==> config.mk <==
export PLATFORM = sky130hd
export DESIGN_NAME = spi_master_mc
export DESIGN_NICKNAME = d
export VERILOG_FILES = /design/src/rtl/spi_pkg.sv /design/src/rtl/spi_clkgen.sv /design/src/rtl/spi_master_mc.sv
export SDC_FILE = /design/constraint.sdc
export NUM_CORES = 1
export LEC_CHECK = 0
export ABC_AREA = 1
export BUFFER_PORTS_ARGS = -buffer_cell sky130_fd_sc_hd__buf_2
export CORE_ASPECT_RATIO = 0.8
export CORE_MARGIN = 10
export CORE_UTILIZATION = 25
export DETAILED_ROUTE_END_ITERATION = 8
export PLACE_DENSITY_LB_ADDON = 0.15
export SKIP_LAST_GASP = 1
export SLEW_MARGIN = 40
export SYNTH_ARGS = -nofsm -noshare
export SYNTH_HDL_FRONTEND = slang
export SYNTH_SLANG_ARGS = --single-unit
==> constraint.sdc <==
create_clock -name clk -period 2.6 [get_ports clk]
set_clock_uncertainty 0.05 [all_clocks]
set_input_delay 0.13 -clock clk [delete_from_list [all_inputs] [get_ports clk]]
set_output_delay 0.13 -clock clk [all_outputs]
set_load 0.03 [all_outputs]
==> src/rtl/spi_pkg.sv <==
// Shared types for the SPI master.
//   spi_state_t : transfer FSM states
//   spi_mode_t  : mode bits latched when a transfer is accepted
package spi_pkg;

    typedef enum logic [1:0] {
        IDLE  = 2'd0,
        LEAD  = 2'd1,
        XFER  = 2'd2,
        TRAIL = 2'd3
    } spi_state_t;

    typedef struct packed {
        logic cpol;
        logic cpha;
        logic lsb_first;
    } spi_mode_t;

endpackage

==> src/rtl/spi_clkgen.sv <==
// Half-period timer for the SPI master.
// While en is low the counter is parked at reload. While en is high it counts
// down and emits tick for one cycle when it reaches zero, then reloads.
// So with reload = D-1, tick fires every D cycles after en rises.
// Ports:
//   clk, rst_n : clock, async active-low reset
//   en         : count enable
//   reload     : value loaded while disabled and after each tick
//   tick       : one-cycle expiry pulse
module spi_clkgen #(
    parameter int DIV_W = 16
) (
    input  logic             clk,
    input  logic             rst_n,
    input  logic             en,
    input  logic [DIV_W-1:0] reload,
    output logic             tick
);

    logic [DIV_W-1:0] cnt_q;
    logic [DIV_W-1:0] cnt_d;

    assign tick = en && (cnt_q == '0);

    always_comb begin
        cnt_d = cnt_q;
        if (!en || tick) begin
            cnt_d = reload;
        end else begin
            cnt_d = cnt_q - DIV_W'(1);
        end
    end

    always_ff @(posedge clk or negedge rst_n) begin
        if (!rst_n) begin
            cnt_q <= '0;
        end else begin
            cnt_q <= cnt_d;
        end
    end

endmodule

==> src/rtl/spi_master_mc.sv <==
// Multi-mode SPI master: one WIDTH-bit transfer at a time, CPOL/CPHA,
// MSB/LSB first, runtime divider, NUM_CS active-low selects with hold.
// Ports:
//   clk, rst_n            : clock, async active-low reset
//   tx_data, tx_start     : word to send and start request
//   tx_ready              : idle, start will be accepted
//   rx_data, rx_valid     : received word and its one-cycle update pulse
//   cpol, cpha, lsb_first : mode, latched at accept
//   div                   : SCLK half-period in clk cycles (0 acts as 1)
//   cs_sel, cs_hold       : select index and keep-selected flag, latched at accept
//   cs_release            : in IDLE, drop a held select on the next cycle
//   sclk, mosi, miso      : SPI lines
//   cs_n                  : active-low chip selects
//   state_dbg             : current FSM state
//
// Handshake: a start is taken on a clock edge where tx_start and tx_ready are
// both high; tx_start while tx_ready is low is ignored with no side effect.
// rx_valid is a single-cycle pulse, there is no back-pressure on it.
module spi_master_mc
    import spi_pkg::*;
#(
    parameter int  WIDTH  = 8,
    parameter int  NUM_CS = 1,
    parameter int  DIV_W  = 16,
    localparam int CS_W   = (NUM_CS > 1) ? $clog2(NUM_CS) : 1
) (
    input  logic              clk,
    input  logic              rst_n,
    input  logic [WIDTH-1:0]  tx_data,
    input  logic              tx_start,
    output logic              tx_ready,
    output logic [WIDTH-1:0]  rx_data,
    output logic              rx_valid,
    input  logic              cpol,
    input  logic              cpha,
    input  logic              lsb_first,
    input  logic [DIV_W-1:0]  div,
    input  logic [CS_W-1:0]   cs_sel,
    input  logic              cs_hold,
    input  logic              cs_release,
    output logic              sclk,
    output logic              mosi,
    input  logic              miso,
    output logic [NUM_CS-1:0] cs_n,
    output logic [1:0]        state_dbg
);

    localparam int            EW        = $clog2(2 * WIDTH) + 1;
    localparam logic [EW-1:0] LAST_EDGE = EW'(2 * WIDTH);

    function automatic logic first_bit(input logic [WIDTH-1:0] v, input logic lsb);
        return lsb ? v[0] : v[WIDTH-1];
    endfunction

    function automatic logic [WIDTH-1:0] shift_out(input logic [WIDTH-1:0] v, input logic lsb);
        return lsb ? (v >> 1) : (v << 1);
    endfunction

    // Received bits enter from the end opposite to the transmit side so the
    // finished word lines up bit-for-bit with the transmitted word.
    function automatic logic [WIDTH-1:0] shift_in(input logic [WIDTH-1:0] v, input logic b,
                                                  input logic lsb);
        return lsb ? {b, v[WIDTH-1:1]} : {v[WIDTH-2:0], b};
    endfunction

    // Out-of-range indices match no bit, so nothing gets selected.
    function automatic logic [NUM_CS-1:0] sel_mask(input logic [CS_W-1:0] s);
        logic [NUM_CS-1:0] m;
        m = '0;
        for (int i = 0; i < NUM_CS; i++) begin
            if (s == CS_W'(i)) m[i] = 1'b1;
        end
        return m;
    endfunction

    function automatic logic [DIV_W-1:0] half_reload(input logic [DIV_W-1:0] d);
        return (d == '0) ? '0 : d - DIV_W'(1);
    endfunction

    spi_state_t        state_q, state_d;
    spi_mode_t         mode_q, mode_d;
    logic [DIV_W-1:0]  div_q, div_d;
    logic [CS_W-1:0]   cs_sel_q, cs_sel_d;
    logic              cs_hold_q, cs_hold_d;
    logic              rel_q, rel_d;        // LEAD is spending its first cycle releasing a stale select
    logic [WIDTH-1:0]  tx_sh_q, tx_sh_d;
    logic [WIDTH-1:0]  rx_sh_q, rx_sh_d;
    logic [WIDTH-1:0]  rx_data_q, rx_data_d;
    logic              rx_valid_q, rx_valid_d;
    logic              sclk_q, sclk_d;
    logic              mosi_q, mosi_d;
    logic [NUM_CS-1:0] cs_n_q, cs_n_d;
    logic [EW-1:0]     edge_cnt_q, edge_cnt_d;

    logic              tick;
    logic              clk_en;
    logic [DIV_W-1:0]  clk_reload;
    logic              accept;
    logic              edge_evt;
    logic [EW-1:0]     edge_num;
    logic              smp;
    logic              drv;
    logic [NUM_CS-1:0] new_mask;

    assign accept   = (state_q == IDLE) && tx_start;
    assign new_mask = sel_mask(cs_sel);

    // The LEAD expiry is itself edge 1, so the setup wait and the first
    // half-period share one timer run.
    assign edge_evt = tick && ((state_q == LEAD) || (state_q == XFER));
    assign edge_num = (state_q == LEAD) ? EW'(1) : edge_cnt_q + EW'(1);
    assign smp      = mode_q.cpha ? ~edge_num[0] : edge_num[0];
    assign drv      = mode_q.cpha ? edge_num[0] : (~edge_num[0] && (edge_num != LAST_EDGE));

    // Timer is held during the release cycle so the new select still gets a
    // full half-period of setup before edge 1.
    assign clk_en     = ((state_q == LEAD) && !rel_q) || (state_q == XFER) || (state_q == TRAIL);
    assign clk_reload = (state_q == IDLE) ? half_reload(div) : half_reload(div_q);

    spi_clkgen #(.DIV_W(DIV_W)) u_clkgen (
        .clk    (clk),
        .rst_n  (rst_n),
        .en     (clk_en),
        .reload (clk_reload),
        .tick   (tick)
    );

    // FSM: state register
    always_ff @(posedge clk or negedge rst_n) begin
        if (!rst_n) begin
            state_q <= IDLE;
        end else begin
            state_q <= state_d;
        end
    end

    // FSM: next state
    always_comb begin
        state_d = state_q;
        case (state_q)
            IDLE:    if (tx_start) state_d = LEAD;
            LEAD:    if (tick) state_d = XFER;
            XFER:    if (tick && (edge_num == LAST_EDGE)) state_d = TRAIL;
            TRAIL:   if (tick) state_d = IDLE;
            default: state_d = IDLE;
        endcase
    end

    // FSM: outputs and datapath
    always_comb begin
        mode_d     = mode_q;
        div_d      = div_q;
        cs_sel_d   = cs_sel_q;
        cs_hold_d  = cs_hold_q;
        rel_d      = rel_q;
        tx_sh_d    = tx_sh_q;
        rx_sh_d    = rx_sh_q;
        rx_data_d  = rx_data_q;
        rx_valid_d = 1'b0;
        sclk_d     = sclk_q;
        mosi_d     = mosi_q;
        cs_n_d     = cs_n_q;
        edge_cnt_d = edge_cnt_q;

        case (state_q)
            IDLE: begin
                sclk_d = mode_q.cpol;
                if (accept) begin
                    mode_d.cpol      = cpol;
                    mode_d.cpha      = cpha;
                    mode_d.lsb_first = lsb_first;
                    div_d            = div;
                    cs_sel_d         = cs_sel;
                    cs_hold_d        = cs_hold;
                    sclk_d           = cpol;
                    edge_cnt_d       = '0;
                    rx_sh_d          = '0;
                    if (!cpha) begin
                        mosi_d  = first_bit(tx_data, lsb_first);
                        tx_sh_d = shift_out(tx_data, lsb_first);
                    end else begin
                        tx_sh_d = tx_data;
                    end
                    // A different select still held from an earlier transfer
                    // is dropped for one cycle before the new one goes low.
                    if ((cs_n_q != '1) && (cs_n_q != ~new_mask)) begin
                        cs_n_d = '1;
                        rel_d  = 1'b1;
                    end else begin
                        cs_n_d = ~new_mask;
                        rel_d  = 1'b0;
                    end
                end else if (cs_release) begin
                    cs_n_d = '1;
                end
            end
            LEAD: begin
                if (rel_q) begin
                    cs_n_d = ~sel_mask(cs_sel_q);
                    rel_d  = 1'b0;
                end
            end
            TRAIL: begin
                if (tick) begin
                    rx_valid_d = 1'b1;
                    rx_data_d  = rx_sh_q;
                    if (!cs_hold_q) cs_n_d = '1;
                end
            end
            default: ;
        endcase

        if (edge_evt) begin
            sclk_d     = ~sclk_q;
            edge_cnt_d = edge_num;
            if (smp) rx_sh_d = shift_in(rx_sh_q, miso, mode_q.lsb_first);
            if (drv) begin
                mosi_d  = first_bit(tx_sh_q, mode_q.lsb_first);
                tx_sh_d = shift_out(tx_sh_q, mode_q.lsb_first);
            end
        end
    end

    always_ff @(posedge clk or negedge rst_n) begin
        if (!rst_n) begin
            mode_q     <= '0;
            div_q      <= '0;
            cs_sel_q   <= '0;
            cs_hold_q  <= 1'b0;
            rel_q      <= 1'b0;
            tx_sh_q    <= '0;
            rx_sh_q    <= '0;
            rx_data_q  <= '0;
            rx_valid_q <= 1'b0;
            sclk_q     <= 1'b0;
            mosi_q     <= 1'b0;
            cs_n_q     <= '1;
            edge_cnt_q <= '0;
        end else begin
            mode_q     <= mode_d;
            div_q      <= div_d;
            cs_sel_q   <= cs_sel_d;
            cs_hold_q  <= cs_hold_d;
            rel_q      <= rel_d;
            tx_sh_q    <= tx_sh_d;
            rx_sh_q    <= rx_sh_d;
            rx_data_q  <= rx_data_d;
            rx_valid_q <= rx_valid_d;
            sclk_q     <= sclk_d;
            mosi_q     <= mosi_d;
            cs_n_q     <= cs_n_d;
            edge_cnt_q <= edge_cnt_d;
        end
    end

    assign tx_ready  = (state_q == IDLE);
    assign rx_data   = rx_data_q;
    assign rx_valid  = rx_valid_q;
    assign sclk      = sclk_q;
    assign mosi      = mosi_q;
    assign cs_n      = cs_n_q;
    assign state_dbg = state_q;

endmodule

**After elaboration in Yosys (flattened, before gate mapping)**

Cells that the tools add are included.

- Add/sub/neg operators: 4
- Equality and inequality tests: 14
- Mux-type cells: 52
- Bitwise logic cells: 4
- Reductions and logical operators: 27

Operators by type and width:

| kind | count |
|---|---|
| $mux W8 | 12 |
| $mux W16 | 4 |
| $logic_not A16 Y1 | 3 |
| $sub A16 B1 Y16 const B | 3 |
| $mux W1 | 25 |
| $mux W5 | 4 |
| $ne A2 B2 Y1 const B | 5 |
| $mux W2 | 4 |
| $pmux W2 S4 | 1 |
| $reduce_and A2 Y1 | 4 |
| $logic_and A1 B1 Y1 | 7 |
| $reduce_bool A2 Y1 | 3 |
| $add A5 B1 Y5 const B | 1 |
| $eq A5 B5 Y1 const B | 1 |
| $ne A5 B5 Y1 const B | 1 |
| $reduce_and A5 Y1 | 1 |
| $eq A2 B2 Y1 const B | 2 |
| $logic_or A1 B1 Y1 | 4 |
| $ne A2 B1 Y1 const B | 2 |
| $not A1 Y1 | 4 |
| $reduce_and A4 Y1 | 1 |
| $ne A3 B1 Y1 const B | 1 |
| $pmux W1 S3 | 1 |
| $reduce_bool A3 Y1 | 1 |
| 5 further kinds | 6 |

- Register bits after elaboration: 73
- Bits of input ports: 34
- Output and inout port bits: 15
- Logic and storage cells: 118

**Depth between registers and ports, before layout**

Gate-level depths: netlist of the first run.

- Depth in word-level cells: 8
- Gate-level depth with buffers: 12
- Gate-level depth less buffers: 12

**By module**

A second synthesis of the first run with hierarchy kept.

- Cells, all modules: 656
- Area total of the unflattened synthesis: 4899.7 µm²

By module, submodules not included:

| module | times used | cells an instance | area each (µm²) | sequential area each (µm²) |
|---|---|---|---|---|
| spi_master_mc | 1 | 498 | 3788.6 | 1427.6 |
| spi_clkgen | 1 | 158 | 1111.1 | 400.4 |

**Least setup slack after synthesis of the first run**

No wires, ideal clock.

- Path type: reg-to-reg
- Start: reg state_q[0] (netlist: state_dbg[0])
- End: reg rx_sh_q[5]
- Library setup time: 0.121 ns
- Arrival time: 1.960 ns
- Data required time: 2.429 ns
- Path slack: 0.469 ns
- Stages on the path, launching flop included: 10
- Period minus slack after synthesis: 2.131 ns
- Cell sequence: dfrtp_1 -> inv_1 -> ha_1 -> buf_2 -> nand2_2 -> inv_2 -> buf_1 -> nor2_1 -> nand2_2 -> o21ai_2

- Elaborated cells between the ends (all ways): 18
- Classes of those cells: 3 x eq/ne; 6 x mux; 1 x bitwise; 8 x reduce/logical

RTL lines:

| element | line | text |
|---|---|---|
| start: declaration | spi_master_mc.sv:80 | `spi_state_t state_q, state_d;` |
| start signal: assignment | spi_master_mc.sv:133 | `state_q <= state_d;` |
| $logic_not A2 Y1 (*) | -- |  |
| net tx_ready | spi_master_mc.sv:31 | `output logic tx_ready,` |
| $logic_and A1 B1 Y1 | spi_master_mc.sv:105 | `assign accept = (state_q == IDLE) && tx_start;` |
| $mux W8 | spi_master_mc.sv:168 | `if (accept) begin` |
| $mux W8 (*) | spi_master_mc.sv:165 | `case (state_q)` |
| $mux W8 | spi_master_mc.sv:216 | `if (smp) rx_sh_d = shift_in(rx_sh_q, miso, mode_q.lsb_first);` |
| $mux W8 (*) | spi_master_mc.sv:213 | `if (edge_evt) begin` |
| net rx_sh_d[5] | spi_master_mc.sv:87 | `logic [WIDTH-1:0] rx_sh_q, rx_sh_d;` |
| end signal: assignment | spi_master_mc.sv:246 | `rx_sh_q <= rx_sh_d;` |
| end: declaration | spi_master_mc.sv:87 |  |

The timed path passes the listed nets; every way through them passes the cells marked *.
A chain may end at the register's enable or synchronous reset.

**Worst setup path after layout of the first run**

- Start: reg state_q[1] (netlist: state_dbg[1])
- End: reg rx_sh_q[2]

- Word-level cells in the longest chain between the ends: 7
- Elaborated cells between the ends (all ways): 18
- Classes of those cells: 3 x eq/ne; 6 x mux; 1 x bitwise; 8 x reduce/logical

Ends and longest elaborated chain:

| element | line |
|---|---|
| branches (longest 6 deep; another with $mux W8) | -- |
| $mux W8 (*) | spi_master_mc.sv:213 |
| net rx_sh_d[2] | spi_master_mc.sv:87 |

Mark *: on every way through the listed nets, which the timed path passes.

==> impl_results.md, run 1 <==
* Status: finished, final reports clean
* Setup_tns at 0 ns
* Diode count at 0
* Tmin final at approximately 2.2 ns
* Die Wd at 176 µm
* DRC errors left at 0
* Most common cell after layout, fill and taps aside: nand2_1
* Leak at 2.93 nW
* Post-Syn Area at 0.00485 mm²
* Crit Path Max Fanout at 16
* CP Cell Sequence: inv_1, ha_1, a21oi_1, nand2_2, inv_2, nor3_4, nand3_2, nand2_1, o21ai_2
* Largest stage delay, worst path at ~0.42 ns
* Combinational Power Share at between 40% and 50%
* Synth Instances at 716
* CP max-delay cell: dfrtp_1
* Max-cap viol count at 0
* Clk Latency, worst-skew pair at ~0.34 ns
* Syn_area_per_cell at 6.78 µm²
* Least-Margin Pin Slew at ~0.6 ns
* DP HPWL at 11,500 µm
* Slack of the critical path at 0.358 ns
* Final Slew Violations at 0
* Root Buffer: clkbuf_16
* First-pass GRT wire length at 24,900 µm
* Total GRT Usage at 12.1%
* Fmax at around 450 MHz
* Via count at 4,544
* Drt initial violations at 331
* CTS tree: yes
* Post-Synth XOR/XNOR Area at about 4.7%
* Mux share of post-synthesis cell area at 0.206%
* Full die area at 0.0254 mm²
* Post-synthesis compound-gate area fraction at around a tenth
* Pre-antenna DRT Iters at 5
* Sequential share of power at a little under a third
* Layout cell share with drive strength beyond 1 at 14.2%
* Area grow syn2layout at 19.6%
* Input/output buffers at 48
* Max_slew headroom at approximately 60%
* # fillers at 2,170
* P_int at 0.00342 W
* Switching power at 0.00289 W
* Top FF cell, synth: dfrtp_1
* Peak VDD IR at 0.326 mV
* Vias in the first global route at 4,552
* Ys async rst share at 100%
* Most frequent cells in the layout: nand2_1 (250), nor2_1 (89), inv_1 (74)
* Hold violation total from the final report at 0
* Total CTS buffers at 9
* Largest net degree at the start of global routing at 42
* Post-synth EDFFs at 0
* Worst min-delay path class: in2reg
* Area of the core at 0.0190 mm²
* CTS H-tree lvls at 3
* Data required, critical path at between 2 and 3 ns
* Grt ovf at 0
* DRT Wirelength at ~15,000 µm
* CTS clk-pin slew, worst paths at 0.06 ns
* CP Class: reg2reg
* FP Rows at 45
* Adder-cell area share of the yosys netlist at 2.32%
* Die H at 145 µm
* Clock share of power at approximately 22%
* YS warnings at 0
* Clk buf depth at 2
* Post-synth net total at 759
* Synth Register Bits at 73
* RSZ-0062 raised after global routing: false
* Post-DR wirelength/cell at 14.2 µm
* Finish-stage setup viols at 0
* Initial antenna violation count at 0
* Critical path launch point type: flop
* Remaining antenna violation count at 0
* Via/cell ratio at 4.38
* Cell area after layout at 0.00580 mm²
* Pre-CTS setup slack at 0.363 ns
* Sequential share of the synthesized area at 37.7%
* CP arrival at 2.41 ns
* Synth cell types at 36
* Starting density of the core at between 20% and 30%
* Dpl cell area at 0.00544 mm²
* Sink Count at 73
* Main combinational cell family by area after synthesis: simple AND/OR/NAND/NOR gates
* Pwr Density at between 1000 and 1500 mW/mm²
* Io pins at slightly below 50
* Sw frac at a little under half
* Crit end category: flop
* Final nets at 818
* Final Wtd Congestion at 0.822
* CTS resizes at 0
* Final period util at 86.2%
* Simple-gate share of the synthesized area at 37.8%
what timing repair did:
action                     in CTS  in global routing
hold endpoints to repair       40                  0
setup endpoints to repair       0                  0
hold buffers                    3                  0
setup buffers                   0                  0
state kept, by name, summed over array words and instances, names as in the netlist:
register        count
cs_hold_q           1
cs_n                1
cs_sel_q            1
div_q              16
edge_cnt_q          5
mode_q              3
mosi                1
rel_q               1
rx_data             8
rx_sh_q             8
rx_valid            1
sclk                1
state_dbg           2
tx_sh_q             8
u_clkgen.cnt_q     16
cell families (layout without fill, tap and decap cells):
group | count (synthesis) | after routing
flops | 73 | 73
xor+xnor | 26 | 26
compound gates | 79 | 79
fa+ha+maj | 9 | 9
simple gates | 432 | 432
mux | 1 | 1
buf+inv | 96 | 160
worst paths after layout:
check                             start          to  slack, ns  cells after the start
max in group asynchronous         rst_n        cs_n       1.50                      3
setup reg to reg           state_dbg[1]  rx_sh_q[2]       0.36                      9
setup / recovery           state_dbg[1]  rx_sh_q[2]       0.36                      9
min in group asynchronous         rst_n   div_q[11]       0.28                      2
hold reg to reg               mode_q[2]   mode_q[2]       0.43                      2
hold / removal                   div[3]    div_q[3]      0.006                      3
cell usage after synthesis (2+ instances only):
library cell / instances / area share, %
or2_2: 2 / 0.26
nand3b_1: 2 / 0.31
buf_2: 5 / 0.52
nand3_1: 43 / 4.4
xor2_1: 22 / 4.0
nand3_2: 2 / 0.41
a211oi_1: 2 / 0.31
o21ai_1: 14 / 1.4
nor2_4: 3 / 0.70
o21ai_0: 34 / 3.5
nor3_1: 3 / 0.31
nand2_1: 250 / 19
o21ai_2: 8 / 1.4
nor2_1: 89 / 6.9
dfrtp_1: 72 / 37
nand2_2: 5 / 0.64
xnor2_1: 4 / 0.72
nand4_1: 24 / 3.1
o211ai_1: 2 / 0.31
ha_1: 9 / 2.3
inv_1: 74 / 5.7
nor2_2: 6 / 0.77
clkbuf_1: 9 / 0.70
a21oi_1: 11 / 1.1
inv_2: 5 / 0.39
o221ai_1: 6 / 1.1
area by class of cell:
class	instances	area (µm²)	area share, %
clock buffers	10	239	4.12
well taps	258	323	5.56
inverters	80	300	5.17
repair buffers	64	370	6.38
multi-input cells	547	2650	45.7
flip-flops and latches	73	1830	31.5
clock inverters	6	91.3	1.57
through the flow:
step	util (%)	total power [W]	cells	hold WS [ns]
final	30.5	0.00631	1038	0.00639
after global placement	28.6	0.00499	1019	0.133
after floorplan	-	0.00403	716	-0.216
after global routing	30.5	0.00697	1038	0.0230
after CTS	30.5	0.00638	1038	0.000751
after detailed placement	28.6	0.00496	1019	0.136
power by group through the flow:
| stage | Clock, W | Sequential (W) | Combinational, W |
|---|---|---|---|
| floorplan | 0 | 0.00189 | 0.00213 |
| global placement | 0 | 0.00195 | 0.00304 |
| detailed placement | 0 | 0.00195 | 0.00301 |
| CTS | 0.00143 | 0.00193 | 0.00302 |
| global route | 0.00148 | 0.00199 | 0.00350 |
| finish | 0.00138 | 0.00193 | 0.00300 |
critical path: cells and delay by family, from the launching register on:
family                     cells  cell delay, ns
and+or+nand+nor                4            0.95
DFF                            1            0.42
adders and majority gates      1            0.32
AOI/OAI and AO/OA              2            0.22
buffers and inverters          2            0.15
routing by layer:
layer  GRT usage (%)  routed length (µm)  part of all wire, %
met2            17.2                5950                   40
met3            2.74                 637                  4.3
met4            3.25                 114                 0.77
met5               0                   0                    0
met1            17.9                8030                   55
Power figures use the tool's default switching activity.
==> run 2, diff against run 1 <==
==> constraint.sdc (replaced) <==
create_clock -name clk -period 2.6 [get_ports clk]
set_clock_uncertainty 0.05 [all_clocks]
set_input_delay 0.26 -clock clk [delete_from_list [all_inputs] [get_ports clk]]
set_output_delay 0.26 -clock clk [all_outputs]
set_load 0.03 [all_outputs]
==> run 2 against run 1 <==
Sequential cell count did not move. Largest power group unchanged. Cell area fell by 0.54%. Cell count fell by 0.19%. Sequential share of layout area rose by 0.17 points. Count of clock-buffer cells in the layout did not move. Global-route usage fell by 0.18 points. Register-to-register slack barely moved.
==> impl_results.md, run 2 (synthesized netlist as in run 1, its figures left out) <==
* Max-cap viol count at 0 (unchanged)
* Via count at 4,572 (+0.62%)
* Data required, critical path at 2.78 ns (about the same)
* CTS clk-pin slew, worst paths at 0.06 ns (about the same)
* Root Buffer: clkbuf_16
* Tmin final at 2.24 ns (-0.00535 ns)
* Hold violation total from the final report at 0 (unchanged)
* Sink Count at 73 (unchanged)
* Starting density of the core at 25.5% (unchanged)
* Crit end category: flop
* Status: finished, final reports clean
* DRC errors left at 0 (unchanged)
* CTS H-tree lvls at 3 (unchanged)
* Finish-stage setup viols at 0 (unchanged)
* Via/cell ratio at 4.41 (+0.81%)
* CP Cell Sequence: inv_1, ha_1, a21oi_1, nand2_2, inv_2, nor3_4, nand3_2, nand2_1, o21ai_2
* Most frequent cells in the layout: nand2_1 (250), nor2_1 (89), inv_1 (74)
* Area of the core at 0.0190 mm² (unchanged)
* Post-DR wirelength/cell at 14.2 µm (about the same)
* Critical path buffer and inverter count at 2 (unchanged)
* Final Util at 30.3% (-0.16 points)
* FP Rows at 45 (unchanged)
* Grt ovf at 0 (unchanged)
* CP arrival at 2.41 ns (about the same)
* CTS resizes at 0 (unchanged)
* Final Slew Violations at 0 (unchanged)
* Largest stage delay, worst path at 0.43 ns (about the same)
* Post-CTS Setup Bufs at 0 (unchanged)
* Most common cell after layout, fill and taps aside: nand2_1
* Input/output buffers at 48 (unchanged)
* Die H at 145 µm (unchanged)
* Area occupied by multi-input gates at 0.00265 mm² (unchanged)
* Largest registers: div_q x16, u_clkgen.cnt_q x16
* R2r setup slk at 0.36 ns (about the same)
* Drt initial violations at 397 (+20%)
* Met3 usage at 2.71% (-0.026 points)
* Peak VDD IR at 0.389 mV (+19%)
* Full die area at 0.0254 mm² (unchanged)
* Top Usage Layer GRT: met1
* CP max-delay cell: dfrtp_1
* Diode count at 0 (unchanged)
* Largest net degree at the start of global routing at 42 (unchanged)
* Least-Margin Pin Slew at 0.604 ns (+0.00512 ns)
* Clk buf depth at 2 (unchanged)
* Die Wd at 176 µm (unchanged)
* Leak at 2.91 nW (-0.75%)
* Io pins at 49 (unchanged)
* Seq. cell area at 0.00183 mm² (unchanged)
* # fillers at 2,150 (-0.92%)
* CP Class: reg2reg
* Initial antenna violation count at 0 (unchanged)
* Final nets at 816 (-0.24%)
* Final period util at 86.0% (-0.21 points)
* Total CTS buffers at 9 (unchanged)
* Total GRT Usage at 12.0% (-0.18 points)
* Final Wtd Congestion at 0.809 (-1.5%)
* Layout cell share with drive strength beyond 1 at 14.3% (+0.037 points)
* Clk Latency, worst-skew pair at 0.34 ns (about the same)
* Vias in the first global route at 4,511 (-0.90%)
* Max_slew headroom at 59.7% (-0.34 points)
* DP HPWL at 11,500 µm (-0.57%)
* Pwr Density at 1080 mW/mm² (-0.51%)
* First-pass GRT wire length at 24,300 µm (-2.3%)
* Crit Path Max Fanout at 16 (unchanged)
* Remaining antenna violation count at 0 (unchanged)
* Critical path's top delay family: simple AND/OR/NAND/NOR gates
* Setup_tns at 0 ns (unchanged)
* DRT Wirelength at 14,700 µm (-0.19%)
* Area grow syn2layout at 18.9%
* Worst min-delay path class: in2reg
* Met2 usage at 17.0% (-0.22 points)
* Critical path launch point type: flop
* CTS tree: yes
* RSZ-0062 raised after global routing: false
* Global-route track usage on met1 at 17.4% (-0.50 points)
* Fmax at 447 MHz (+0.24%)
* Pre-antenna DRT Iters at 6 (+1)
[run 2: changes by cell type in the layout (fill, tap and decap cells not counted), sizes merged]
cell / delta
clkinv: -1
bufinv: -1
dlygate4sd3: -2
clkinvlp: +2
[run 2: report_power, final]
| group | switching (W) | total (W) | internal, W |
|---|---|---|---|
| Clock | 0.000534 | 0.00131 | 0.000771 |
| Sequential | 0.000381 | 0.00192 | 0.00154 |
| Combinational | 0.00199 | 0.00301 | 0.00102 |
[run 2: final cells by class]
cell class,count,share of cell area [%]
Multi-Input combinational cell,547,45.9
Sequential cell,73,31.7
Timing Repair Buffer,62,6.29
Tap cell,258,5.59
Inverter,80,5.20
Clock buffer,10,4.14
Clock inverter,6,1.17
[run 2: path summary, 6_finish.rpt]
kind,start,endpoint,depth (start not counted)
hold / removal,cs_hold,cs_hold_q,3
hold reg to reg,rx_data[7],rx_data[7],2
min in group asynchronous,rst_n,div_q[9],2
setup reg to reg,state_dbg[1],rx_sh_q[4],9
max in group asynchronous,rst_n,tx_sh_q[0],3
setup / recovery,state_dbg[1],rx_sh_q[4],9
[run 2: repair_timing]
item	CTS	global route
setup endpoints to repair	0	0
endpoints found under the hold margin	38	0
hold buffers	1	0
[run 2: routing by layer]
layer  routed length [µm]  vias up  part of all wire [%]
li1                     -     2397                     -
met4                  212        0                   1.4
met3                  759       12                   5.2
met2                 5830       90                    40
met5                    0        -                     0
met1                 7900     2073                    54
[run 2: through the flow]
| step | power [W] | cell area (µm²) | hold WS, ns | setup WS (ns) | instances |
|---|---|---|---|---|---|
| after floorplan | 0.00403 | 4850 | -0.0856 | 0.469 | 716 |
| after global placement | 0.00502 | 5460 | 0.269 | 0.435 | 1019 |
| after detailed placement | 0.00498 | 5460 | 0.279 | 0.345 | 1019 |
| after CTS | 0.00632 | 5770 | 0.0583 | 0.342 | 1036 |
| after global routing | 0.00688 | 5770 | 0.0726 | 0.0961 | 1036 |
| final | 0.00624 | 5770 | 0.0605 | 0.363 | 1036 |
[run 2: worst reg2reg max path, stage by stage, from the launching register on]
cell     delay (ns)
dfrtp_1        0.43
inv_1          0.10
ha_1           0.32
a21oi_1        0.17
nand2_2        0.11
inv_2          0.06
nor3_4         0.26
nand3_2        0.38
nand2_1        0.19
o21ai_2        0.06
